## src/rtl/arm_mc_pkg.sv

```systemverilog
// Shared types for the multicycle ARM control FSM: states, opcodes,
// ALU control codes and condition codes.
package arm_mc_pkg;

  typedef enum logic [3:0] {
    S_FETCH  = 4'd0,
    S_DECODE = 4'd1,
    S_MEMADR = 4'd2,
    S_MEMRD  = 4'd3,
    S_MEMWB  = 4'd4,
    S_MEMWR  = 4'd5,
    S_EXECR  = 4'd6,
    S_EXECI  = 4'd7,
    S_ALUWB  = 4'd8,
    S_BRANCH = 4'd9
  } state_e;

  localparam logic [1:0] OP_DP  = 2'b00;
  localparam logic [1:0] OP_MEM = 2'b01;
  localparam logic [1:0] OP_BR  = 2'b10;
  localparam logic [1:0] OP_NOP = 2'b11;

  localparam logic [1:0] ALU_ADD = 2'b00;
  localparam logic [1:0] ALU_SUB = 2'b01;
  localparam logic [1:0] ALU_AND = 2'b10;
  localparam logic [1:0] ALU_ORR = 2'b11;

  localparam logic [3:0] CMD_ADD = 4'b0100;
  localparam logic [3:0] CMD_SUB = 4'b0010;
  localparam logic [3:0] CMD_AND = 4'b0000;
  localparam logic [3:0] CMD_ORR = 4'b1100;

  typedef enum logic [3:0] {
    CND_EQ = 4'h0, CND_NE = 4'h1,
    CND_CS = 4'h2, CND_CC = 4'h3,
    CND_MI = 4'h4, CND_PL = 4'h5,
    CND_VS = 4'h6, CND_VC = 4'h7,
    CND_HI = 4'h8, CND_LS = 4'h9,
    CND_GE = 4'hA, CND_LT = 4'hB,
    CND_GT = 4'hC, CND_LE = 4'hD,
    CND_AL = 4'hE, CND_NV = 4'hF
  } cond_e;

  function automatic logic [1:0] alu_dec(
    input logic [3:0] cmd
  );
    unique case (cmd)
      CMD_ADD: alu_dec = ALU_ADD;
      CMD_SUB: alu_dec = ALU_SUB;
      CMD_AND: alu_dec = ALU_AND;
      CMD_ORR: alu_dec = ALU_ORR;
      default: alu_dec = ALU_ADD;
    endcase
  endfunction

endpackage

```

## src/rtl/mc_control_fsm_if.sv

```systemverilog
// Link between the control FSM (master) and the
// condition/flag unit (slave).
interface mc_control_fsm_if;
  logic [3:0] cond;
  logic [1:0] flag_w;
  logic [3:0] alu_flags;
  logic       cond_ex;

  modport master (
    output cond, flag_w, alu_flags,
    input  cond_ex
  );

  modport slave (
    input  cond, flag_w, alu_flags,
    output cond_ex
  );
endinterface

```

## src/rtl/mc_cond_logic.sv

```systemverilog
// Stored NZCV register, flag-write gating and
// condition evaluation against the stored flags.
module mc_cond_logic
  import arm_mc_pkg::*;
(
  input logic           clk,
  input logic           reset,
  mc_control_fsm_if.slave cif
);

  logic [3:0] flags_q, flags_d;
  logic       n, z, c, v;
  logic       cond_ex;

  assign n = flags_q[3];
  assign z = flags_q[2];
  assign c = flags_q[1];
  assign v = flags_q[0];

  always_comb begin
    cond_ex = 1'b0;
    unique case (cif.cond)
      CND_EQ: cond_ex = z;
      CND_NE: cond_ex = !z;
      CND_CS: cond_ex = c;
      CND_CC: cond_ex = !c;
      CND_MI: cond_ex = n;
      CND_PL: cond_ex = !n;
      CND_VS: cond_ex = v;
      CND_VC: cond_ex = !v;
      CND_HI: cond_ex = c && !z;
      CND_LS: cond_ex = !c || z;
      CND_GE: cond_ex = (n == v);
      CND_LT: cond_ex = (n != v);
      CND_GT: cond_ex = !z && (n == v);
      CND_LE: cond_ex = z || (n != v);
      CND_AL: cond_ex = 1'b1;
      default: cond_ex = 1'b0;
    endcase
  end

  assign cif.cond_ex = cond_ex;

  always_comb begin
    flags_d = flags_q;
    if (cif.flag_w[1] && cond_ex)
      flags_d[3:2] = cif.alu_flags[3:2];
    if (cif.flag_w[0] && cond_ex)
      flags_d[1:0] = cif.alu_flags[1:0];
  end

  always_ff @(posedge clk) begin
    if (reset) flags_q <= 4'b0000;
    else       flags_q <= flags_d;
  end

endmodule

```

## src/rtl/mc_control_fsm.sv

```systemverilog
// Multicycle ARM control FSM. Optional retired-instruction
// counter enabled by defining MC_CTRL_PERF_EN.
module mc_control_fsm
  import arm_mc_pkg::*;
#(
  parameter int PERF_W = 32
) (
  input  logic        clk,
  input  logic        reset,
  input  logic [31:0] Instr,
  input  logic [3:0]  ALUFlags,
  output logic        PCWrite,
  output logic        MemWrite,
  output logic        RegWrite,
  output logic        IRWrite,
  output logic        AdrSrc,
  output logic        ALUSrcA,
  output logic [1:0]  ResultSrc,
  output logic [1:0]  ALUSrcB,
  output logic [1:0]  ImmSrc,
  output logic [1:0]  RegSrc,
  output logic [1:0]  ALUControl
`ifdef MC_CTRL_PERF_EN
  ,
  output logic [PERF_W-1:0] instr_count
`endif
);

  logic [1:0] op;
  logic [5:0] funct;
  logic [3:0] rd;
  logic       cond_ex;
  logic       is_exec;
  logic       addsub;
  logic       rd_pc;
  state_e     state_q, state_d;
  state_e     st;

  assign op    = Instr[27:26];
  assign funct = Instr[25:20];
  assign rd    = Instr[15:12];
  assign rd_pc = (rd == 4'hF);

  logic unused_instr;
  assign unused_instr = ^{Instr[19:16], Instr[11:0]};

  mc_control_fsm_if cif ();

  assign is_exec = (state_q == S_EXECR) || (state_q == S_EXECI);
  assign addsub  = (funct[4:1] == CMD_ADD) || (funct[4:1] == CMD_SUB);

  assign cif.cond      = Instr[31:28];
  assign cif.alu_flags = ALUFlags;
  assign cif.flag_w    = {is_exec && funct[0],
                          is_exec && funct[0] && addsub};
  assign cond_ex       = cif.cond_ex;

  mc_cond_logic u_cond (
    .clk   (clk),
    .reset (reset),
    .cif   (cif)
  );

  always_comb begin
    state_d = S_FETCH;
    unique case (state_q)
      S_FETCH:  state_d = S_DECODE;
      S_DECODE: begin
        unique case (op)
          OP_MEM:  state_d = S_MEMADR;
          OP_DP:   state_d = funct[5] ? S_EXECI : S_EXECR;
          OP_BR:   state_d = S_BRANCH;
          default: state_d = S_FETCH;
        endcase
      end
      S_MEMADR: state_d = funct[0] ? S_MEMRD : S_MEMWR;
      S_MEMRD:  state_d = S_MEMWB;
      S_EXECR:  state_d = S_ALUWB;
      S_EXECI:  state_d = S_ALUWB;
      S_MEMWB, S_MEMWR,
      S_ALUWB, S_BRANCH: state_d = S_FETCH;
      default:  state_d = S_FETCH;
    endcase
  end

  always_ff @(posedge clk) begin
    if (reset) state_q <= S_FETCH;
    else       state_q <= state_d;
  end

  // Reset shows FETCH selects, but every write enable is held low.
  assign st = reset ? S_FETCH : state_q;

  always_comb begin
    PCWrite    = 1'b0;
    MemWrite   = 1'b0;
    RegWrite   = 1'b0;
    IRWrite    = 1'b0;
    AdrSrc     = 1'b0;
    ALUSrcA    = 1'b0;
    ResultSrc  = 2'b00;
    ALUSrcB    = 2'b00;
    ALUControl = ALU_ADD;
    ImmSrc     = op;
    RegSrc     = {op == OP_MEM, op == OP_BR};
    unique case (st)
      S_FETCH: begin
        ALUSrcA   = 1'b1;
        ALUSrcB   = 2'b10;
        ResultSrc = 2'b10;
        IRWrite   = !reset;
        PCWrite   = !reset;
      end
      S_DECODE: begin
        ALUSrcA   = 1'b1;
        ALUSrcB   = 2'b10;
        ResultSrc = 2'b10;
      end
      S_MEMADR: ALUSrcB = 2'b01;
      S_MEMRD:  AdrSrc  = 1'b1;
      S_MEMWR: begin
        AdrSrc   = 1'b1;
        MemWrite = cond_ex;
      end
      S_MEMWB: begin
        ResultSrc = 2'b01;
        RegWrite  = cond_ex;
        PCWrite   = cond_ex && rd_pc;
      end
      S_EXECR: ALUControl = alu_dec(funct[4:1]);
      S_EXECI: begin
        ALUSrcB    = 2'b01;
        ALUControl = alu_dec(funct[4:1]);
      end
      S_ALUWB: begin
        RegWrite = cond_ex;
        PCWrite  = cond_ex && rd_pc;
      end
      S_BRANCH: begin
        ALUSrcB   = 2'b01;
        ResultSrc = 2'b10;
        PCWrite   = cond_ex;
      end
      default: ;
    endcase
  end

`ifdef MC_CTRL_PERF_EN
  logic [PERF_W-1:0] cnt_q, cnt_d;

  always_comb begin
    cnt_d = cnt_q;
    if (state_q != S_FETCH && state_d == S_FETCH)
      cnt_d = cnt_q + PERF_W'(1);
  end

  always_ff @(posedge clk) begin
    if (reset) cnt_q <= '0;
    else       cnt_q <= cnt_d;
  end

  assign instr_count = cnt_q;
`else
  logic [PERF_W-1:0] perf_unused;
  assign perf_unused = '0;
`endif

endmodule
```

## config.mk

```make
export PLATFORM = sky130hd
export DESIGN_NAME = mc_control_fsm
export DESIGN_NICKNAME = d
export VERILOG_FILES = /design/src/rtl/arm_mc_pkg.sv /design/src/rtl/mc_control_fsm_if.sv /design/src/rtl/mc_cond_logic.sv /design/src/rtl/mc_control_fsm.sv
export SDC_FILE = /design/constraint.sdc
export NUM_CORES = 1
export LEC_CHECK = 0
export CORE_MARGIN = 2
export CORE_UTILIZATION = 31
export CTS_CLUSTER_SIZE = 30
export DETAILED_ROUTE_END_ITERATION = 8
export PLACE_DENSITY = 0.73
export SETUP_SLACK_MARGIN = 0.4
export SLEW_MARGIN = 10
export SYNTH_ARGS = -nofsm -noshare
export SYNTH_HDL_FRONTEND = slang
export SYNTH_HIERARCHICAL = 1
export SYNTH_SLANG_ARGS = --single-unit
```

## constraint.sdc

```tcl
create_clock -name clk -period 3.18 [get_ports clk]
set_input_delay 0.636 -clock clk [delete_from_list [all_inputs] [get_ports clk]]
set_output_delay 0.636 -clock clk [all_outputs]
set_load 0.01 [all_outputs]
```

# Word level (Yosys, flattened, before mapping)
# Index checks and enable logic that the tools add are counted.
# W data, S select, Z words.
[totals] memories=0 romBits=0 ramBits=0 regBits=8 input_bits=38 word_cells=83 output_inout_bits=16 latch_bits=0
[op_classes] eq_ne=36 div=0 bitwise_logic=0 magnitude_cmp=0 add_sub_neg=0 reduce_logical=28 n_mux=16 n_shift=0 mul=0
[op_table] cell="$eq A4 B3 Y1 const B" count=11
[op_table] cell="$eq A4 B4 Y1 const B" count=11
[op_table] cell="$eq A4 B2 Y1 const B" count=7
[op_table] cell="$pmux W4 S5" count=1
[op_table] cell="$logic_not A4 Y1" count=4
[op_table] cell="$pmux W1 S15" count=1
[op_table] cell="$eq A4 B1 Y1 const B" count=3
[op_table] cell="$pmux W4 S3" count=1
[op_table] cell="$reduce_or A2 Y1" count=5
[op_table] cell="$pmux W2 S2" count=2
[op_table] cell="$logic_and A1 B1 Y1" count=7
[op_table] cell="$mux W1" count=6
[op_table] cell="$pmux W2 S3" count=1
[op_table] cell="$reduce_or A3 Y1" count=2
[op_table] cell="$logic_not A1 Y1" count=5
[op_table] cell="$logic_or A1 B1 Y1" count=4
[op_table] cell="$mux W4" count=1
[op_table] cell="$mux W3" count=1
[op_table] cell="$pmux W1 S3" count=1
[op_table] cell="$eq A2 B1 Y1 const B" count=1
[op_table] cell="$eq A2 B2 Y1 const B" count=1
[op_table] cell="$logic_not A2 Y1" count=1
[op_table] cell="$mux W2" count=1
[op_table] cell="$eq A1 B1 Y1" count=1
[op_table] cell="$ne A1 B1 Y1" count=1

# Depth between registers and ports, before layout
# Gate-level depths: netlist of the first run.
[depth] word_depth=5 ltp_mapped=8 depth_no_buf=7

# Cells and area by module
# The synthesis of the first run kept the hierarchy.
[by_module_without_submodules] module="mc_cond_logic" area_per_inst_um2=481.7 cells_each=53 instances=1 seq_area_each_um2=80.1
[by_module_without_submodules] module="mc_control_fsm" area_per_inst_um2=479.2 cells_each=64 instances=1 seq_area_each_um2=80.1

# Worst setup path after synthesis of the first run
# No wires, ideal clock.
[synth_path] path_kind="input -> output" from="input port Instr[31]" to="output port PCWrite" t_arrival_ps=2389 n_path_buf=1 slack_ps=155 required_ps=2544 path_stages=7 path_cell_list="buf_4 > a21oi_1 > o21ai_0 > a311oi_2 > or3_1 > or4b_4 > a311oi_2"
[synth_between] elab_chain_cells=4 elab_cells_between_ends=18 classes_between="eq/ne: 14; mux: 2; reduce/logical: 2"
[synth_rtl] item="start: declaration" line="mc_control_fsm.sv:10" source="input logic [31:0] Instr,"
[synth_rtl] item="$eq A4 B4 Y1, or another cell as far along" line="mc_cond_logic.sv:22" source="unique case (cif.cond)"
[synth_rtl] item="$pmux W1 S15 (*)" line="mc_cond_logic.sv:22"
[synth_rtl] item="net cif.cond_ex" line="mc_control_fsm_if.sv:7" source="logic cond_ex;"
[synth_rtl] item="$logic_and A1 B1 Y1" line="mc_control_fsm.sv:128, mc_control_fsm.sv:137"
[synth_rtl] item="$pmux W1 S3 (*)" line="mc_control_fsm.sv:106" source="unique case (st)"
[synth_rtl] item="end: declaration" line="mc_control_fsm.sv:12" source="output logic PCWrite,"
# The timed path passes the listed nets; every way through them passes the cells marked *.

# Worst setup path in the final report of the first run
[layout_path] from="input port Instr[28]" to="output port PCWrite"
# The elaborated chain is that of the path after synthesis.

==> metrics.log, run 1 <==
INFO  metric run_status = finished clean
INFO  metric area.growth.synth_to_final = 68.10%
INFO  metric grt_pass1_vias = 1083
INFO  metric clkSlewWorstSetupHoldPaths = 0.05 ns
INFO  metric global_route_wire_length_before_repair = 4.554 mm
INFO  metric timing.fmax = 327.3 MHz
INFO  metric grt_util_all_layers = 0.1630
INFO  metric hold_buffers = 0
INFO  metric startpoint_type = primary input
INFO  metric synthDominantCellAreaShare = 0.1667
INFO  metric critical_path_class = in2out
INFO  metric total_of_buffers_placed_on_input_and_output_ports = 37
INFO  metric final_min_period_over_clock_period = 0.9608
INFO  metric io_pins = 54
INFO  metric ys.warnings.count = 6
INFO  metric drive_gt1_frac = 0.3161
INFO  metric share_of_total_power_in_combinational_logic = 0.457
INFO  metric p_sw_frac = 0.2981
INFO  metric internal-power = 0.0002489 W
INFO  metric finalSetupViolCount = 0
INFO  metric worst-endpoint-arrival = 2.42 ns
INFO  metric finalCriticalPeriod = 3.055 ns
INFO  metric ant_diodes = 0
INFO  metric final-max-slew-violation-count = 0
INFO  metric grt_start_max_net_pins = 14
INFO  metric synthTopCellsByArea = dfxtp_1 17%, mux2i_1 7.3%, nand2b_1 5.2%
INFO  metric route.detailed.vias_per_inst = 5.222
INFO  metric synth.cell_area = 960.9 um2
INFO  metric hold_ws = 0.5403 ns
INFO  metric power_frac_clock = 0.221
INFO  metric finish.net_count = 214
INFO  metric core-area = 3003 um2
INFO  metric timing.critical_path.to_type = primary output
INFO  metric clock_tree_from_tritoncts = built
INFO  metric grt_antenna_before_repair = 0
INFO  metric routed-via-count = 1081
INFO  metric drt_iter0_markers = 29
INFO  metric netlist_instances = 117
INFO  metric gr-total-overflow = 0
INFO  metric cts_inserted_buffers = 3
INFO  metric netlist.top_cell.by_area = dfxtp_1
INFO  metric floorplan.die_area = 3561 um2
INFO  metric maximum_ir_drop_on_the_vdd_rail = 0.00009629 V
INFO  metric worst_hold_path_type = reg2reg
INFO  metric cts.sinks = 8
INFO  metric route.detailed.drc = 0
INFO  metric clock_tree.htree_level_count = 1
INFO  metric total_switching_power = 0.0001057 W
INFO  metric power_density = 219.5 nW/um2
INFO  metric postPlaceCellArea = 1396 um2
INFO  metric routed_wl = 2.868 mm
INFO  metric synth_sequential_area_ratio = 0.1667
INFO  metric placement_rows = 20
INFO  metric finalWeightedCongestion = 0.8783
INFO  metric hold_violations = 0
INFO  metric clk_root_buf = clkbuf_4
INFO  metric dr.pass1.iters = 4
INFO  metric p_leak = 0.6979 nW
INFO  metric postRouteAntennaNets = 0
INFO  metric unrepaired_setup_endpoints_after_global_routing = true
INFO  metric synth-seq-cells = 8
INFO  metric worstPathMaxFanout = 6
INFO  metric ys_dominant_reg_cell = dfxtp_1
INFO  metric synthDistinctLibCells = 47
INFO  metric slew-limit-headroom = 0.6646
INFO  metric clock_latency = 0.25 ns
INFO  metric worst-slew-pin-transition = 0.4962 ns
INFO  metric initial_utilization = 0.3200
INFO  metric drt-wirelength-per-cell = 13.86 um
INFO  metric finalInstanceArea = 1615 um2
INFO  metric sequential_share_of_power = 0.322
INFO  metric number_of_maximum_capacitance_constraint_violations = 0
INFO  metric synth_edf_count = 0
INFO  metric asyncSetResetFlopFracSynth = 0
INFO  metric cts_max_path_buffers = 2
INFO  metric die_height = 59.68 um
INFO  metric required = 2.54 ns
INFO  metric hpwl_after_detailed_placement = 1.988 mm
INFO  metric dieWidth = 59.68 um
INFO  metric syn_avg_cell_area = 8.213 um2
INFO  metric synth.net_count = 155
INFO  metric worst_clock_skew = 0.002520 ns
-- layout make-up --
cell class	count	area, um2
Fill cell	274	1388
Clock buffer	3	22.52
Sequential cell	8	161.4
Tap cell	33	41.29
Timing Repair Buffer	63	620.6
Multi-Input combinational cell	96	753.2
Inverter	4	16.27
-- logic make-up after synthesis --
logic type | synth area share
mux | 0.07292
compound gates | 0.1914
simple gates | 0.4206
flops | 0.1667
xor+xnor | 0.05469
buf+inv | 0.09374
-- path summary, 6_finish.rpt --
kind	from	to	slack (ns)	cells after the start
setup / recovery	Instr[28]	PCWrite	0.12	9
hold reg to reg	u_cond/flags_q[1]	u_cond/flags_q[1]	0.54	2
setup reg to reg	u_cond/flags_q[0]	u_cond/flags_q[2]	0.26	17
hold / removal	u_cond/flags_q[1]	u_cond/flags_q[1]	0.54	2
-- layer usage --
metal,part of all wire,global-route usage
met5,0,0
met4,0,0.06984
met3,0.048,0.02814
met2,0.57,0.3245
met1,0.38,0.1601
-- cells in the mapped netlist (all sizes together), types with 3 or more instances --
| cell type | number |
|---|---|
| nor2 | 8 |
| and3 | 4 |
| nand2b | 8 |
| xnor2 | 4 |
| o21ai | 3 |
| dfxtp | 8 |
| a21oi | 3 |
| nor2b | 7 |
| nand2 | 6 |
| inv | 3 |
| nor3 | 5 |
| buf | 9 |
| mux2i | 7 |
| nor4b | 3 |
-- worst max-delay path: stages --
cell and delay, ns:
buf_8 0.10, buf_4 0.13, nor2_1 0.09, nand3_1 0.10, a311oi_2 0.31, or3_4 0.19
or4b_4 0.47, a311oi_4 0.21, buf_2 0.18
-- repair_timing --
| item | in CTS | in global routing |
|---|---|---|
| resized for setup | 48 | 14 |
| endpoints found under the setup margin | 8 | 8 |
| pin swaps | 5 | 3 |
| cloned | 0 | 1 |
| buffers inserted | 11 | 3 |
-- placed cells by master (no fill, tap or decap), drive strengths merged, types with 4 or more instances in the layout --
cell,count
buf,32
clkdlybuf4s50,27
nor2,8
nand2b,8
dfxtp,8
nor2b,7
mux2i,7
nand2,6
nor3,5
xnor2,4
and3,4
clkbuf,4
-- registers in the layout, summed over array words and instances, names as in the netlist --
register and cells:
state_q 4, u_cond/flags_q 4
-- power by group through the flow --
stage	Sequential, W	Combinational (W)	Clock, W
after floorplan	0.000108	0.0000748	0
after global placement	0.000116	0.000125	0
after detailed placement	0.000116	0.000129	0
after CTS	0.000114	0.000144	0.0000838
after global routing	0.000115	0.000175	0.0000893
final	0.000114	0.000162	0.0000782
-- metrics by stage --
| stage | setup TNS, ns | setup WS, ns | std cells | util | power [W] |
|---|---|---|---|---|---|
| 2_1_floorplan | 0 | 0.1616 | 117 | - | 0.0001825 |
| 3_3_place_gp | -1.739 | -0.7306 | 189 | 0.4650 | 0.0002412 |
| 3_5_place_dp | -1.922 | -0.8194 | 189 | 0.4650 | 0.0002452 |
| 4_1_cts | 0 | 0.1637 | 203 | 0.5054 | 0.0003422 |
| 5_1_grt | 0 | 0.01346 | 207 | 0.5379 | 0.0003792 |
| 6_report | 0 | 0.1247 | 207 | 0.5379 | 0.0003546 |
Note: power is estimated with default switching activity, not from simulation.
==> run 2: changes to the inputs <==
--- a/config.mk
+++ b/config.mk
@@ -5,6 +5,7 @@
 export SDC_FILE = /design/constraint.sdc
 export NUM_CORES = 1
 export LEC_CHECK = 0
+export CORE_ASPECT_RATIO = 2
 export CORE_MARGIN = 2
 export CORE_UTILIZATION = 31
 export CTS_CLUSTER_SIZE = 30
==> metrics.log, run 2 (synthesis results as in run 1) <==
INFO  metric startpoint_type = primary input (unchanged)
INFO  metric ant_diodes = 0 (unchanged)
INFO  metric cts.sinks = 8 (unchanged)
INFO  metric final_cell_mix = 25 x clkdlybuf4s50_1, 11 x buf_4, 8 x nand2b_1 (was 27 x clkdlybuf4s50_1, 18 x buf_4, 8 x nor2_1, 8 x nand2b_1, 8 x buf_6)
INFO  metric number_of_maximum_capacitance_constraint_violations = 0 (unchanged)
INFO  metric hp-start = u_cond/flags_q[2] (was u_cond/flags_q[1])
INFO  metric total_switching_power = 0.0001099 W (was 0.0001057 W)
INFO  metric route.detailed.vias_per_inst = 5.560 (was 5.222)
INFO  metric setup_ws = 0.1317 ns (was 0.1247 ns)
INFO  metric hold_violations = 0 (unchanged)
INFO  metric critical_path.reg2reg.startpoint = state_q[1] (was u_cond/flags_q[0])
INFO  metric cts_inserted_buffers = 3 (unchanged)
INFO  metric final_min_period_over_clock_period = 0.9586 (was 0.9608)
INFO  metric clock_latency = 0.23 ns (was 0.25 ns)
INFO  metric postRouteAntennaNets = 0 (unchanged)
INFO  metric finalInstanceArea = 1493 um2 (was 1615 um2)
INFO  metric final-max-slew-violation-count = 0 (unchanged)
INFO  metric cts_max_path_buffers = 2 (unchanged)
INFO  metric place_inst = 186 (was 189)
INFO  metric finish.net_count = 201 (was 214)
INFO  metric timing.reg2reg.worst_path_depth = 5 (was 17)
INFO  metric area.growth.synth_to_final = 55.34% (was 68.10%)
INFO  metric grt_pass1_vias = 1045 (was 1083)
INFO  metric report.power.total = 0.0003785 W (was 0.0003546 W)
INFO  metric drt-wirelength-per-cell = 15.12 um (was 13.86 um)
INFO  metric internal-power = 0.0002687 W (was 0.0002489 W)
INFO  metric worstReg2RegEnd = u_cond/flags_q[1] (was u_cond/flags_q[2])
INFO  metric grt_start_max_net_pins = 14 (unchanged)
INFO  metric clkSlewWorstSetupHoldPaths = 0.04 ns (was 0.05 ns)
INFO  metric gr-total-overflow = 0 (unchanged)
INFO  metric timing.critical_path.to_type = primary output (unchanged)
INFO  metric worst-endpoint-arrival = 2.41 ns (was 2.42 ns)
INFO  metric power_density = 253.6 nW/um2 (was 219.5 nW/um2)
INFO  metric worst_hold_path_type = reg2reg (unchanged)
INFO  metric die_height = 82.74 um (was 59.68 um)
INFO  metric timing.hold.worst_path_depth = 2 (unchanged)
INFO  metric sequential_share_of_power = 0.297 (was 0.322)
INFO  metric critical_path_class = in2out (unchanged)
INFO  metric finalWeightedCongestion = 0.8688 (was 0.8783)
INFO  metric drt_iter0_markers = 32 (was 29)
INFO  metric clock_tree.htree_level_count = 1 (unchanged)
INFO  metric io_pins = 54 (unchanged)
INFO  metric ff2ff_setup_slack = 1.21 ns (was 0.26 ns)
INFO  metric pre_cts_slack = -0.8394 ns (was -0.8194 ns)
INFO  metric hpwl_after_detailed_placement = 2.171 mm (was 1.988 mm)
INFO  metric grt_antenna_before_repair = 0 (unchanged)
INFO  metric total_of_buffers_placed_on_input_and_output_ports = 37 (unchanged)
INFO  metric initial_utilization = 0.3265 (was 0.3200)
INFO  metric slew-limit-headroom = 0.6583 (was 0.6646)
INFO  metric global_route_wire_length_before_repair = 4.636 mm (was 4.554 mm)
INFO  metric required = 2.54 ns (about the same)
INFO  metric run_status = finished clean (unchanged)
INFO  metric placement_rows = 28 (was 20)
INFO  metric postPlaceCellArea = 1393 um2 (was 1396 um2)
INFO  metric p_sw_frac = 0.2902 (was 0.2981)
INFO  metric holdPathEnd = u_cond/flags_q[2] (was u_cond/flags_q[1])
INFO  metric worst_clock_skew = 0.001242 ns (was 0.002520 ns)
INFO  metric worst-slew-pin-transition = 0.5055 ns (was 0.4962 ns)
INFO  metric setup_tns = 0 ns (unchanged)
INFO  metric timing.fmax = 328.1 MHz (was 327.3 MHz)
INFO  metric route.detailed.drc = 0 (unchanged)
INFO  metric share_of_total_power_in_combinational_logic = 0.372 (was 0.457)
INFO  metric core-area = 2943 um2 (was 3003 um2)
INFO  metric routed_wl = 2.887 mm (was 2.868 mm)
INFO  metric final.fill_count = 290 (was 274)
INFO  metric maximum_ir_drop_on_the_vdd_rail = 0.0001815 V (was 0.00009629 V)
INFO  metric reg_top3 = state_q x4, u_cond/flags_q x4 (unchanged)
INFO  metric dieWidth = 43.37 um (was 59.68 um)
INFO  metric dr.pass1.iters = 4 (unchanged)
INFO  metric unrepaired_setup_endpoints_after_global_routing = true (unchanged)
INFO  metric finalSetupViolCount = 0 (unchanged)
INFO  metric power_frac_clock = 0.331 (was 0.221)
INFO  metric finalCriticalPeriod = 3.048 ns (was 3.055 ns)
INFO  metric routed-via-count = 1062 (was 1081)
INFO  metric clock_tree_from_tritoncts = built (unchanged)
INFO  metric floorplan.die_area = 3588 um2 (was 3561 um2)
INFO  metric grt_util_all_layers = 0.1748 (was 0.1630)
INFO  metric final-instance-count-excl-fill = 191 (was 207)
INFO  metric p_leak = 0.6349 nW (was 0.6979 nW)
INFO  metric worstPathMaxFanout = 7 (was 6)
INFO  metric clk_root_buf = clkbuf_8 (was clkbuf_4)
INFO  metric mostFrequentLayoutCell = clkdlybuf4s50_1 (unchanged)
INFO  metric drive_gt1_frac = 0.2609 (was 0.3161)
-- run 2: cell type report --
cell class | instances | area [um2] | share of cell area
Multi-Input combinational cell | 96 | 760.7 | 0.5096
Inverter | 4 | 16.27 | 0.01090
Sequential cell | 8 | 161.4 | 0.1081
Clock buffer | 3 | 41.29 | 0.02766
Tap cell | 30 | 37.54 | 0.02515
Timing Repair Buffer | 50 | 475.5 | 0.3185
-- run 2: what timing repair did --
action | CTS | global route
hold buffers | 0 | 0
setup buffers | 2 | 0
pin swaps | 7 | 4
endpoints found under the setup margin | 7 | 8
resized for setup | 53 | 5
endpoints found under the hold margin | 0 | 0
-- run 2: per-layer routing --
metal	vias up	global-route usage	routed length, um	share of wire
met4	0	0.09394	59	0.020
met3	6	0.04130	204	0.071
li1	516	-	-	-
met1	494	0.1520	1004	0.35
met2	46	0.3478	1618	0.56
met5	-	0	0	0
-- run 2: worst max-delay path by stage --
| stage | start | endpoint | slack (ns) | cells after the start |
|---|---|---|---|---|
| finish | Instr[28] | PCWrite | 0.13 | 9 |
| detailed placement | Instr[31] | PCWrite | -0.84 | 8 |
| floorplan | Instr[30] | PCWrite | 0.16 | 7 |
| global route | Instr[28] | PCWrite | 0.07 | 9 |
| CTS | Instr[28] | PCWrite | 0.17 | 9 |
| global placement | Instr[31] | PCWrite | -0.74 | 8 |
-- run 2: worst max-delay path, cell delays in order --
cell	delay, ns
buf_8	0.11
buf_6	0.11
nor2_2	0.09
nand3_1	0.10
a311oi_2	0.32
or3_4	0.19
or4b_4	0.48
a311oi_4	0.21
buf_2	0.17
-- run 2: power by group through the flow --
stage	sequential [W]	combinational, W	clock [W]
final	0.000112	0.000141	0.000125
after global routing	0.000113	0.000151	0.000135
after CTS	0.000112	0.000141	0.000125
after detailed placement	0.000114	0.000133	0
after global placement	0.000114	0.000130	0
after floorplan	0.000108	0.0000748	0
-- run 2: metrics by stage --
stage / hold slack [ns] / utilization
floorplan: 0.4852 / -
detailed placement: 0.5335 / 0.4732
finish: 0.5644 / 0.5072
global placement: 0.5182 / 0.4732
global route: 0.5982 / 0.5072
CTS: 0.5646 / 0.5034
==> run 3: changes to the inputs <==
--- a/config.mk
+++ b/config.mk
@@ -8,6 +8,7 @@
 export CORE_ASPECT_RATIO = 2
 export CORE_MARGIN = 2
 export CORE_UTILIZATION = 31
+export CTS_BUF_LIST = sky130_fd_sc_hd__clkbuf_2
 export CTS_CLUSTER_SIZE = 30
 export DETAILED_ROUTE_END_ITERATION = 8
 export PLACE_DENSITY = 0.73
==> metrics.log, run 3 (synthesis results as in run 1) <==
INFO  metric p_leak = 0.6680 nW (was 0.6349 nW)
INFO  metric final-instance-count-excl-fill = 195 (was 191)
INFO  metric final.fill_count = 288 (was 290)
INFO  metric setup.worst_path.end = PCWrite (unchanged)
INFO  metric routed_wl = 3.087 mm (was 2.887 mm)
INFO  metric cts.sinks = 8 (unchanged)
INFO  metric die_height = 82.74 um (unchanged)
INFO  metric ant_diodes = 0 (unchanged)
INFO  metric area.sequential = 162.7 um2 (was 161.4 um2)
INFO  metric grt_pass1_vias = 1064 (was 1045)
INFO  metric gr-total-overflow = 0 (unchanged)
INFO  metric required = 2.54 ns (about the same)
INFO  metric initial_utilization = 0.3265 (unchanged)
INFO  metric postRouteAntennaNets = 0 (unchanged)
INFO  metric final_core_util = 0.5302 (was 0.5072)
INFO  metric power_density = 211.6 nW/um2 (was 253.6 nW/um2)
INFO  metric pre_cts_slack = -0.8394 ns (unchanged)
INFO  metric area.growth.synth_to_final = 62.37% (was 55.34%)
INFO  metric placement_rows = 28 (unchanged)
INFO  metric worst-endpoint-arrival = 2.49 ns (was 2.41 ns)
INFO  metric clkSlewWorstSetupHoldPaths = 0.08 ns (was 0.04 ns)
INFO  metric unrepaired_setup_endpoints_after_global_routing = true (unchanged)
INFO  metric reg_top3 = state_q x4, u_cond/flags_q x4 (unchanged)
INFO  metric worstReg2RegEnd = u_cond/flags_q[1] (unchanged)
INFO  metric routed-via-count = 1092 (was 1062)
INFO  metric clock_latency = 0.24 ns (was 0.23 ns)
INFO  metric finalSetupViolCount = 0 (unchanged)
INFO  metric global_route_wire_length_before_repair = 4.560 mm (was 4.636 mm)
INFO  metric timing.fmax = 319.6 MHz (was 328.1 MHz)
INFO  metric multi_input_logic_area = 774.5 um2 (was 760.7 um2)
INFO  metric io_pins = 54 (unchanged)
INFO  metric drt_iter0_markers = 39 (was 32)
INFO  metric grt_antenna_before_repair = 0 (unchanged)
INFO  metric ff2ff_setup_slack = 1.21 ns (about the same)
INFO  metric finalWeightedCongestion = 0.8688 (unchanged)
INFO  metric worst_hold_path_type = reg2reg (unchanged)
INFO  metric critical_path_class = in2out (unchanged)
INFO  metric worst-slew-pin-transition = 0.4994 ns (was 0.5055 ns)
INFO  metric finalCriticalPeriod = 3.129 ns (was 3.048 ns)
INFO  metric setup.worst_path.start = Instr[28] (unchanged)
INFO  metric dr.pass1.iters = 4 (unchanged)
INFO  metric clock_tree_from_tritoncts = built (unchanged)
INFO  metric finish.net_count = 205 (was 201)
INFO  metric final_min_period_over_clock_period = 0.9839 (was 0.9586)
INFO  metric postPlaceCellArea = 1393 um2 (unchanged)
INFO  metric clk_root_buf = clkbuf_2 (was clkbuf_8)
INFO  metric floorplan.die_area = 3588 um2 (unchanged)
INFO  metric total_of_buffers_placed_on_input_and_output_ports = 37 (unchanged)
INFO  metric worstPathMaxFanout = 7 (unchanged)
INFO  metric clock_tree.htree_level_count = 1 (unchanged)
INFO  metric final_cell_mix = 26 x clkdlybuf4s50_1, 12 x buf_4, 7 x nor2b_1, 7 x nand2b_1 (was 25 x clkdlybuf4s50_1, 11 x buf_4, 8 x nand2b_1)
INFO  metric timing.critical_path.to_type = primary output (unchanged)
INFO  metric finalInstanceArea = 1560 um2 (was 1493 um2)
INFO  metric hpwl_after_detailed_placement = 2.171 mm (unchanged)
INFO  metric core-area = 2943 um2 (unchanged)
INFO  metric drt-wirelength-per-cell = 15.83 um (was 15.12 um)
INFO  metric setup_ws = 0.05117 ns (was 0.1317 ns)
INFO  metric critical_path.reg2reg.startpoint = state_q[1] (unchanged)
INFO  metric final-max-slew-violation-count = 0 (unchanged)
INFO  metric timing.reg2reg.worst_path_depth = 5 (unchanged)
INFO  metric worst_clock_skew = 0.003503 ns (was 0.001242 ns)
INFO  metric maximum_ir_drop_on_the_vdd_rail = 0.0001376 V (was 0.0001815 V)
INFO  metric grt_start_max_net_pins = 14 (unchanged)
INFO  metric place_inst = 186 (unchanged)
INFO  metric run_status = finished clean (unchanged)
INFO  metric route.detailed.vias_per_inst = 5.600 (was 5.560)
INFO  metric cts_max_path_buffers = 2 (unchanged)
INFO  metric report.power.total = 0.0003302 W (was 0.0003785 W)
INFO  metric dieWidth = 43.37 um (unchanged)
INFO  metric hold_violations = 0 (unchanged)
INFO  metric route.detailed.drc = 0 (unchanged)
INFO  metric number_of_maximum_capacitance_constraint_violations = 0 (unchanged)
INFO  metric grt_util_all_layers = 0.1656 (was 0.1748)
INFO  metric drive_gt1_frac = 0.3030 (was 0.2609)
INFO  metric cts_inserted_buffers = 3 (unchanged)
INFO  metric slew-limit-headroom = 0.6624 (was 0.6583)
INFO  metric startpoint_type = primary input (unchanged)
INFO  metric mostFrequentLayoutCell = clkdlybuf4s50_1 (unchanged)
run 3: routing by layer:
| metal | wire [um] | part of all wire | global-route usage | up-vias |
|---|---|---|---|---|
| met5 | 0 | 0 | 0 | - |
| met1 | 1059 | 0.34 | 0.1507 | 499 |
| li1 | - | - | - | 524 |
| met2 | 1705 | 0.55 | 0.3343 | 57 |
| met3 | 208 | 0.067 | 0.02826 | 12 |
| met4 | 112 | 0.036 | 0.07879 | 0 |
run 3: through the flow:
stage | hold WS, ns | TNS [ns]
after CTS | 0.5709 | 0
final | 0.5634 | 0
after global routing | 0.5950 | 0
after global placement | 0.5182 | -1.501
after detailed placement | 0.5335 | -1.798
after floorplan | 0.4852 | 0
run 3: final cells by class:
type,count,area share
sequential,8,0.1042
clock buffer,3,0.009623
timing repair buffer,54,0.3553
tap,30,0.02406
multi-input combinational,96,0.4964
inverter,4,0.01042
run 3: power by group:
group / switching, W / internal, W / leakage [nW]
clock: 0.0000373 / 0.0000257 / 0.0125
combinational: 0.0000616 / 0.0000939 / 0.589
sequential: 0.00000840 / 0.000103 / 0.0660
total: 0.000107 / 0.000223 / 0.668
run 3: critical path: stages:
cell and delay, ns:
buf_8 0.11, buf_6 0.11, nor2_2 0.15, nand3_2 0.11
a311oi_2 0.32, or3_4 0.20, or4b_4 0.48, a311oi_4 0.21
buf_2 0.17
run 3: how the worst min path moves through the flow:
stage / start / end / cells after the start
CTS: u_cond/flags_q[2] / u_cond/flags_q[2] / 2
floorplan: u_cond/flags_q[2] / u_cond/flags_q[2] / 2
detailed placement: u_cond/flags_q[2] / u_cond/flags_q[2] / 2
global route: u_cond/flags_q[0] / u_cond/flags_q[0] / 2
global placement: u_cond/flags_q[2] / u_cond/flags_q[2] / 2
finish: u_cond/flags_q[0] / u_cond/flags_q[0] / 2
run 3: timing repair:
item | in CTS | in global routing
hold buffers | 0 | 0
pin swaps | 8 | 4
setup buffers | 4 | 0
gates cloned | 0 | 2
endpoints found under the hold margin | 0 | 0
gates resized for setup | 51 | 12
endpoints found under the setup margin | 7 | 6
